## config.mk

```make
export PLATFORM = sky130hd
export DESIGN_NAME = instr_encoder
export DESIGN_NICKNAME = d
export VERILOG_FILES = /design/src/rtl/instr_encoder_pkg.sv /design/src/rtl/instr_pack.sv /design/src/rtl/instr_encoder.sv
export SDC_FILE = /design/constraint.sdc
export NUM_CORES = 1
export LEC_CHECK = 0
export CORE_MARGIN = 2
export CORE_UTILIZATION = 45
export CTS_CLUSTER_SIZE = 25
export DETAILED_ROUTE_END_ITERATION = 8
export HOLD_SLACK_MARGIN = 0.06
export PLACE_DENSITY = 0.8
export SYNTH_ARGS = -nofsm -noshare
export SYNTH_HDL_FRONTEND = slang
export SYNTH_HIERARCHICAL = 1
export SYNTH_SLANG_ARGS = --single-unit
```

## constraint.sdc

```tcl
create_clock -name clock -period 2.3 [get_ports clock]
set_clock_uncertainty 0.05 [all_clocks]
set_input_delay 0.345 -clock clock [delete_from_list [all_inputs] [get_ports clock]]
set_output_delay 0.345 -clock clock [all_outputs]
set_load 0.1 [all_outputs]
```

## src/rtl/instr_encoder_pkg.sv

```systemverilog
// Shared instruction-format definitions: opcodes, ALU selectors, field positions
// and request op encodings, used by the encoder and the processor decode logic.
package instr_encoder_pkg;

   typedef enum logic [1:0] {
      OP_ADD     = 2'd0,
      OP_SUB     = 2'd1,
      OP_ADDI    = 2'd2,
      OP_ILLEGAL = 2'd3
   } req_op_e;

   localparam logic [4:0] OPC_RTYPE = 5'b00000;
   localparam logic [4:0] OPC_ADDI  = 5'b00101;
   localparam logic [4:0] ALU_ADD   = 5'b00000;
   localparam logic [4:0] ALU_SUB   = 5'b00001;

   localparam int OPC_LSB   = 27;
   localparam int RD_LSB    = 22;
   localparam int RS_LSB    = 17;
   localparam int RT_LSB    = 12;
   localparam int SHAMT_LSB = 7;
   localparam int ALUOP_LSB = 2;
   localparam int IMM_W     = 17;

endpackage

```

## src/rtl/instr_pack.sv

```systemverilog
// Combinational field packer: turns a request into its 32-bit machine word and
// flags whether the op is one the encoder may emit.
module instr_pack
   import instr_encoder_pkg::*;
(
   input  logic [1:0]       op,
   input  logic [4:0]       rd,
   input  logic [4:0]       rs,
   input  logic [4:0]       rt,
   input  logic [IMM_W-1:0] imm,
   output logic [31:0]      word,
   output logic             legal
);

   // Shamt and the low two bits stay zero from the default for R-type words.
   always_comb begin
      word              = '0;
      legal             = 1'b1;
      word[RD_LSB +: 5] = rd;
      word[RS_LSB +: 5] = rs;
      case (req_op_e'(op))
         OP_ADD: begin
            word[OPC_LSB +: 5]   = OPC_RTYPE;
            word[RT_LSB +: 5]    = rt;
            word[ALUOP_LSB +: 5] = ALU_ADD;
         end
         OP_SUB: begin
            word[OPC_LSB +: 5]   = OPC_RTYPE;
            word[RT_LSB +: 5]    = rt;
            word[ALUOP_LSB +: 5] = ALU_SUB;
         end
         OP_ADDI: begin
            word[OPC_LSB +: 5]   = OPC_ADDI;
            word[IMM_W-1:0]      = imm;
         end
         default: begin
            word  = '0;
            legal = 1'b0;
         end
      endcase
   end

endmodule

```

## src/rtl/instr_encoder.sv

```systemverilog
// Single-stage encoder: packs accepted requests into instruction words and pairs
// each one with a sequential instruction-memory write address.
module instr_encoder
   import instr_encoder_pkg::*;
#(
   parameter int ADDR_W = 12
) (
   input  logic              clock,
   input  logic              reset_n,
   input  logic              req_valid,
   output logic              req_ready,
   input  logic [1:0]        req_op,
   input  logic [4:0]        req_rd,
   input  logic [4:0]        req_rs,
   input  logic [4:0]        req_rt,
   input  logic [IMM_W-1:0]  req_imm,
   output logic              out_valid,
   input  logic              out_ready,
   output logic [31:0]       out_word,
   output logic [ADDR_W-1:0] out_addr,
   output logic              err,
   output logic              wrapped
);

   logic [31:0]       packed_word;
   logic              packed_legal;
   logic              req_fire;
   logic              out_fire;
   logic [ADDR_W-1:0] addr_cnt;

   instr_pack u_pack (
      .op    (req_op),
      .rd    (req_rd),
      .rs    (req_rs),
      .rt    (req_rt),
      .imm   (req_imm),
      .word  (packed_word),
      .legal (packed_legal)
   );

   assign req_ready = !out_valid || out_ready;
   assign req_fire  = req_valid && req_ready;
   assign out_fire  = out_valid && out_ready;
   assign out_addr  = addr_cnt;

   // The address only moves on an output transfer, so a stalled word keeps its address.
   always_ff @(posedge clock) begin
      if (!reset_n) begin
         out_valid <= 1'b0;
         out_word  <= '0;
         addr_cnt  <= '0;
         err       <= 1'b0;
         wrapped   <= 1'b0;
      end else begin
         if (out_fire) begin
            addr_cnt <= addr_cnt + 1'b1;
            if (addr_cnt == {ADDR_W{1'b1}}) begin
               wrapped <= 1'b1;
            end
         end
         if (req_fire && packed_legal) begin
            out_valid <= 1'b1;
            out_word  <= packed_word;
         end else if (out_fire) begin
            out_valid <= 1'b0;
         end
         if (req_fire && !packed_legal) begin
            err <= 1'b1;
         end
      end
   end

endmodule

```

# After elaboration in Yosys (flattened, before gate mapping)
# Cells that the tools add are included.
[op_classes] n_addsub=1 eq_ne=3 mux=9 reduce_logical=12
[ops] op="one-hot mux 5 bit (2 select lines)" n=2
[ops] op="adder 12 x 1 -> 12 bit, second input constant" n=1
[ops] op="equality test 12 bit, second input constant" n=1
[ops] op="2-to-1 mux 10 bit" n=1
[ops] op="2-to-1 mux 5 bit" n=1
[ops] op="logical AND 1 bit" n=4
[ops] op="2-to-1 mux 1 bit" n=3
[ops] op="2-to-1 mux 3 bit" n=1
[ops] op="OR reduction 3 bit" n=1
[ops] op="equality test 2 x 1 -> 1 bit, second input constant" n=1
[ops] op="equality test 2 bit, second input constant" n=1
[ops] op="zero test 1 bit" n=2
[ops] op="zero test 2 bit" n=1
[ops] op="2-to-1 mux 2 bit" n=1
[ops] op="AND reduction 2 bit" n=1
[ops] op="nonzero test 2 bit" n=1
[ops] op="OR reduction 2 bit" n=1
[ops] op="logical OR 1 bit" n=1
[totals] regBits=47 input_bits=38 word_cells=30

# Depth between registers and ports, before layout
# Gate-level depths: netlist of the first run.
[depth] word_depth=5 depth_mapped=8 mapped_depth_nobuf=6

# Hierarchy
# Netlist of the first run, hierarchy kept.
[by_module_without_submodules] mod="instr_encoder" instances=1 cells_each=232 area_each_um2=2019.4 seq_area_each_um2=940.9
[by_module_without_submodules] mod="instr_pack" instances=1 cells_each=54 area_each_um2=347.8 seq_area_each_um2=0.0

# Least setup slack after synthesis of the first run
# Ideal clock, no wire load.
[synth_path] kind="reg2reg" startpoint="register addr_cnt[0] (netlist: out_addr[0])" endpoint="register addr_cnt[10] (netlist: out_addr[10])" setup_ps=70 arrival_ps=2118 t_required_ps=2180 path_slack_ps=62 stages_incl_launch_ff=5 n_path_buf=0 period_less_slack_ps=2238 path_cell_list="dfxtp_1 -> ha_1 -> nand4_1 -> or4_1 -> a21oi_1"
[synth_via] elab_chain_cells=1
[synth_lines] element="start, declared" line="instr_encoder.sv:29" rtl="logic [ADDR_W-1:0] addr_cnt;"
[synth_lines] element="start signal, assigned" line="instr_encoder.sv:56" rtl="addr_cnt <= addr_cnt + 1'b1;"
[synth_lines] element="adder 12 x 1 -> 12 bit" line="instr_encoder.sv:56"
# Every way passes these cells.
# A chain may end at the register's enable or synchronous reset.

# Final worst setup path of the first run
[layout_path] startpoint="input out_ready" endpoint="output req_ready"
[layout_via] elab_chain_cells=1
[layout_lines] element="start, declared" line="instr_encoder.sv:18" rtl="input logic out_ready,"
[layout_lines] element="logical OR 1 bit" line="instr_encoder.sv:41" rtl="assign req_ready = !out_valid || out_ready;"
[layout_lines] element="end, declared" line="instr_encoder.sv:11" rtl="output logic req_ready,"
# Every way passes these cells.

==> impl_metrics.csv, run 1 <==
group,metric,value,unit
hold_path,worstHoldPathType,"flop to flop",
yosys,synth.yosys.seq_area_share,39.7,%
routing,wl,6360,um
final_layout,n_antenna_cell,0,
setup_path,critPathLaunchType,"input pin",
power,pwr-share-comb,24.6,%
yosys,ys_warn_count,6,
cts,htree_num_levels,2,
yosys,synth_xor_area_share,0.740,%
sta,finalCritPeriodShare,83.9,%
power,p_switching,622,uW
final_layout,fin_nets,401,
setup_path,path_max_fanout,18,
place,gp_congestion,0.814,
final_layout,nFillCells,464,
setup_path,crit_buf_inv,4,
power,intPower,1250,uW
floorplan,ios,86,
cts,ctsLongestPathBuffers,2,
setup_path,worstPathArrival,1.53,ns
hold_path,min_to,"out_word[0]",
power,p_per_area,582,mW/mm^2
sta,maxSlewHeadroom,36.6,%
sta,max_freq,518,MHz
place,dp_hpwl,4240,um
yosys,synth_area,0.00237,mm^2
yosys,synth-simple-area-share,22.5,%
sta,rsz0062_at_grt,"no",
grt,grt_overflow,0,
power,p_sw_share,33.2,%
power,peakVddDrop,276,uV
grt,grt_pass1_wl,10400,um
setup_path,rrSetupSlack,0.64,ns
cts,cts_setup_buffers,0,
hold_path,whs_path_depth,2,
power,seqPwrFrac,45.6,%
routing,viasPerCell,5.68,
power,leakagePower,0.00127,uW
floorplan,die_h,76.5,um
cts,cts-root-buf,"clkbuf_8",
routing,drt-pass1-iter-count,4,
grt,grt_max_degree,36,
yosys,postSynthCellCount,286,
setup_path,worstReg2RegStart,"out_valid",
setup_path,required,1.90,ns
setup_path,cpPeakStageDelay,0.50,ns
floorplan,dieArea,0.00586,mm^2
floorplan,num_rows,26,
yosys,ys_ff_latch,47,
final_layout,drive_above_1_share,18.8,%
cts,numCtsBuffers,5,
cts,cts.sinks,47,
final_layout,ff_latch_area,941,um^2
routing,drc_errors,0,
routing,wire_per_inst,14.9,um
setup_path,cp_top_family,"buffers and inverters",
routing,drt-initial-drc-count,196,
floorplan,initial_core_util,46.3,%
final_layout,multi_input_area,0.00123,mm^2
sta,hold_viol,0,
grt,antenna_found_initial,0,
cts,cts_tree,"built",
setup_path,endpoint_kind,"output pin",
yosys,synth_compound_area_share,23.7,%
yosys,syn_area_per_cell,8.28,um^2
yosys,synthDistinctLibCells,29,
cts,clk_pin_slew_worst_paths,0.09,ns
grt,track_usage,21.1,%
cts,cts_resized,0,
yosys,synthAdderAreaFrac,3.70,%
power,p_clk_share,29.7,%
job,drv_cap,0,
sta,tightest_slew,0.950,ns
setup_path,path_cells,"clkdlybuf4s50_1, buf_4, nor2b_2, inv_2, buf_12",
outcome,outcome,"finished clean",
yosys,synthMuxAreaShare,0.846,%
cts,insertion_delay,0.30,ns
routing,postRouteAntennaNets,0,
hold_path,hold_start,"out_word[0]",
final_layout,syn_to_final_growth,36.2,%
setup_path,r2r_end,"out_addr[7]",
sta,hold-worst-slack,0.429,ns
yosys,synth_top_family_by_area,"compound AO/OA/AOI/OAI gates",
cts,hold_buffers,0,
routing,vias,2426,
setup_path,r2r.worst_path.cells,3,
sta,fin_tns_setup,0,ns
power,finalPower,1880,uW
sta,min_period,1.93,ns
setup_path,critical_path_class,"input pin to output pin",
grt,grt_pass1_vias,2190,
place,portBuffers,85,
floorplan,coreArea,0.00511,mm^2
sta,setup_viol,0,
sta,maxSlewViolCount,0,
floorplan,die_w,76.5,um
setup_path,cp_slowest_cell,"clkdlybuf4s50_1",
-- cell families (layout without fill, tap and decap cells) --
kind of cell / after synthesis / in the layout
compound gates: 93 / 93
simple gates: 91 / 91
flops: 47 / 47
buf+inv: 43 / 112
fa+ha+maj: 7 / 7
xor+xnor: 2 / 2
mux: 2 / 2
other cells: 1 / 3
-- power by group through the flow --
| stage | logic, uW | clock network (uW) | registers, uW |
|---|---|---|---|
| 4_1_cts | 461 | 563 | 857 |
| 6_report | 462 | 558 | 857 |
| 3_3_place_gp | 457 | 0 | 875 |
| 5_1_grt | 487 | 594 | 859 |
| 2_1_floorplan | 139 | 0 | 1060 |
| 3_5_place_dp | 461 | 0 | 875 |
-- stage by stage --
| stage | setup slack, ns | area, um^2 | std cells | util (%) |
|---|---|---|---|---|
| after floorplan | 0.0617 | 2370 | 288 | - |
| after detailed placement | 0.159 | 3120 | 419 | 61.1 |
| after global routing | 0.295 | 3220 | 427 | 63.1 |
| final | 0.370 | 3220 | 427 | 63.1 |
| after global placement | 0.249 | 3120 | 419 | 61.1 |
| after CTS | 0.383 | 3220 | 427 | 63.1 |
-- layer usage --
| metal | share of wire, % | track usage, % |
|---|---|---|
| met1 | 45 | 28.7 |
| met5 | 0 | 0 |
| met3 | 6.1 | 4.86 |
| met4 | 0.82 | 4.73 |
| met2 | 48 | 34.0 |
-- worst min-delay path: stages (launching register included) --
cell,delay (ns)
dfxtp_1,0.32
o31ai_1,0.06
a21oi_1,0.06
-- sequential cells by signal, summed over array words and instances (netlist names) --
| name | flops |
|---|---|
| out_valid | 1 |
| out_word | 32 |
| wrapped | 1 |
| out_addr | 12 |
| err | 1 |
-- cells in the final DEF (no fill, tap or decap), types with 3 or more instances in the layout --
| cell type | synthesis | layout |
|---|---|---|
| clkbuf_8 | 0 | 7 |
| o21ai_0 | 7 | 7 |
| conb_1 | 1 | 3 |
| buf_4 | 4 | 54 |
| o31ai_1 | 37 | 37 |
| nor4_1 | 3 | 3 |
| and2_1 | 11 | 11 |
| clkdlybuf4s50_1 | 0 | 37 |
| dfxtp_1 | 47 | 47 |
| a21oi_1 | 47 | 47 |
| nand3_1 | 5 | 5 |
| nand2_1 | 13 | 13 |
| nand4_1 | 34 | 34 |
| or4_1 | 5 | 5 |
| ha_1 | 7 | 7 |
| inv_1 | 9 | 9 |
| nor2_1 | 4 | 4 |
| nor2b_1 | 12 | 11 |
-- synthesized netlist by cell type --
master | instances | share of area, %
ha_1 | 7 | 3.7
a21oi_1 | 47 | 9.9
a31oi_1 | 1 | 0.26
buf_2 | 9 | 1.9
nand2_1 | 13 | 2.1
clkbuf_1 | 14 | 2.2
and2_1 | 11 | 2.9
nand4_2 | 1 | 0.53
or4_1 | 5 | 1.6
nor2b_1 | 12 | 3.2
nor4_1 | 3 | 0.79
xor2_1 | 2 | 0.74
o31ai_1 | 37 | 12
or3_1 | 2 | 0.53
buf_4 | 4 | 1.3
nand3_1 | 5 | 1.1
buf_6 | 2 | 0.95
conb_1 | 1 | 0.16
inv_2 | 1 | 0.16
nand2b_1 | 1 | 0.26
mux2i_1 | 2 | 0.85
nand4_1 | 34 | 9.0
nor2_1 | 4 | 0.63
inv_1 | 9 | 1.4
o21a_1 | 1 | 0.32
dfxtp_1 | 47 | 40
buf_1 | 3 | 0.48
clkinv_1 | 1 | 0.16
o21ai_0 | 7 | 1.5
-- cell type report --
type / instances / area share (%)
Clock buffer: 7 / 2.99
Clock inverter: 1 / 0.233
Inverter: 11 / 1.28
Multi-Input combinational cell: 198 / 38.3
Sequential cell: 47 / 29.2
Tap cell: 70 / 2.72
Timing Repair Buffer: 93 / 25.3
-- worst max-delay path by stage --
stage                     start      endpoint  depth (start not counted)
floorplan           out_addr[0]  out_addr[10]                          4
global placement      req_op[1]   out_word[8]                          7
detailed placement    req_op[1]  out_word[27]                          7
CTS                   out_ready     req_ready                          5
global route          req_op[1]  out_word[19]                          7
finish                out_ready     req_ready                          5
No activity file was read; power rests on OpenSTA's default activity.
==> run 2: changes to the inputs <==
--- a/config.mk
+++ b/config.mk
@@ -6,11 +6,11 @@
 export NUM_CORES = 1
 export LEC_CHECK = 0
 export CORE_MARGIN = 2
-export CORE_UTILIZATION = 45
+export CORE_UTILIZATION = 40
 export CTS_CLUSTER_SIZE = 25
 export DETAILED_ROUTE_END_ITERATION = 8
 export HOLD_SLACK_MARGIN = 0.06
-export PLACE_DENSITY = 0.8
+export PLACE_DENSITY = 0.75
 export SYNTH_ARGS = -nofsm -noshare
 export SYNTH_HDL_FRONTEND = slang
 export SYNTH_HIERARCHICAL = 1
==> constraint.sdc (replaced) <==
create_clock -name clock -period 1.7 [get_ports clock]
set_clock_uncertainty 0.05 [all_clocks]
set_input_delay 0.255 -clock clock [delete_from_list [all_inputs] [get_ports clock]]
set_output_delay 0.255 -clock clock [all_outputs]
set_load 0.1 [all_outputs]
==> impl_metrics.csv, run 2 (synthesis gave the netlist of run 1 again) <==
group,metric,value,unit
outcome,outcome,"finished clean",
setup_path,worstPathArrival,1.31,ns
cts,numCtsBuffers,5,
sta,fin_tns_setup,0,ns
cts,cts-root-buf,"clkbuf_8",
floorplan,coreArea,0.00582,mm^2
hold_path,worstHoldPathType,"flop to flop",
cts,insertion_delay,0.30,ns
power,p_per_area,655,mW/mm^2
place,dp_hpwl,5210,um
floorplan,num_rows,28,
final_layout,regMostFlops,"out_word",
routing,drc_errors,0,
floorplan,die_w,80.9,um
routing,wl,7150,um
routing,drt-initial-drc-count,124,
final_layout,ff_latch_area,966,um^2
final_layout,syn_to_final_growth,66.6,%
final_layout,final_cell_mix,"buf_12, a21oi_1, o31ai_1, clkdlybuf4s50_1, dfxtp_1",
cts,clk_pin_slew_worst_paths,0.08,ns
final_layout,final_cells,442,
cts,htree_num_levels,2,
cts,cts.sinks,47,
final_layout,multi_input_area,0.00124,mm^2
setup_path,cp_slowest_cell,"clkdlybuf4s50_1",
grt,track_usage,22.1,%
routing,vias,2494,
floorplan,die_h,80.9,um
job,drv_cap,0,
sta,min_period,1.62,ns
setup_path,critPathLaunchType,"input pin",
cts,ctsLongestPathBuffers,2,
power,leakagePower,0.00147,uW
final_layout,n_antenna_cell,0,
final_layout,fin_nets,411,
grt,grt_pass1_vias,2363,
final_layout,nFillCells,474,
cts,cts_tree,"built",
floorplan,dieArea,0.00655,mm^2
sta,setup_viol,0,
grt,grt_max_degree,35,
setup_path,cpPeakStageDelay,0.44,ns
grt,antenna_found_initial,0,
grt,grt_overflow,0,
place,gp_congestion,0.758,
sta,finalCritPeriodShare,95.2,%
floorplan,initial_core_util,40.7,%
setup_path,path_max_fanout,11,
final_layout,drive_above_1_share,24.0,%
setup_path,path_cells,"clkdlybuf4s50_1, buf_4, nor2b_4, inv_4, buf_12",
sta,maxSlewViolCount,0,
setup_path,critical_path_class,"input pin to output pin",
floorplan,ios,86,
place,placedCellCount,434,
routing,postRouteAntennaNets,0,
routing,wire_per_inst,16.2,um
sta,rsz0062_at_grt,"no",
sta,hold_viol,0,
setup_path,rrSetupSlack,0.11,ns
sta,max_freq,618,MHz
place,portBuffers,85,
final_layout,final_common_cell,"buf_12",
sta,hold-worst-slack,0.461,ns
setup_path,endpoint_kind,"output pin",
routing,viasPerCell,5.64,
power,peakVddDrop,321,uV
grt,grt_pass1_wl,11400,um
routing,drt-pass1-iter-count,4,
power,finalPower,2580,uW
setup_path,required,1.39,ns
final_layout,largest_reg_flops,32,
-- run 2: through the flow --
stage / util, % / instance area [um^2] / setup slack, ns
2_1_floorplan: - / 2400 / 0.00825
3_3_place_gp: 66.2 / 3850 / -0.104
4_1_cts: 67.7 / 3940 / 0.00310
6_report: 67.8 / 3940 / 0.0822
5_1_grt: 67.8 / 3940 / 0.0114
3_5_place_dp: 66.2 / 3850 / -0.188
-- run 2: final timing paths --
path                              startpoint            to  depth (start not counted)
worst min-delay path            out_word[26]  out_word[26]                          2
worst max register to register   out_addr[0]  out_addr[10]                          4
worst min register to register  out_word[26]  out_word[26]                          2
worst max-delay path               out_ready     req_ready                          5
-- run 2: timing repair --
item,in CTS,in global routing
gates resized for setup,1,1
setup buffers,0,0
setup endpoints to repair,1,1
hold buffers,0,0
gates cloned,0,0
-- run 2: final cells by class --
type	count	area share, %
Clock buffer	6	1.84
Clock inverter	2	0.317
Inverter	11	1.11
Multi-Input combinational cell	198	31.4
Sequential cell	47	24.5
Tap cell	75	2.38
Timing Repair Buffer	103	38.5
-- run 2: where the power goes --
group	internal [uW]	switching (uW)	leakage [uW]	total, uW
sequential	1130	42.1	0.000389	1170
clock	288	376	0.0000412	664
combinational	299	445	0.00104	744
-- run 2: critical path: cells and delay by family --
family / cells / cell delay, ns
buffers and inverters: 4 / 0.89
and+or+nand+nor: 1 / 0.16
-- run 2: routing by layer --
layer | global-route usage [%] | wire length, um
met1 | 26.7 | 2950
met2 | 38.8 | 3720
met3 | 4.33 | 379
met4 | 7.63 | 104
met5 | 0 | 0
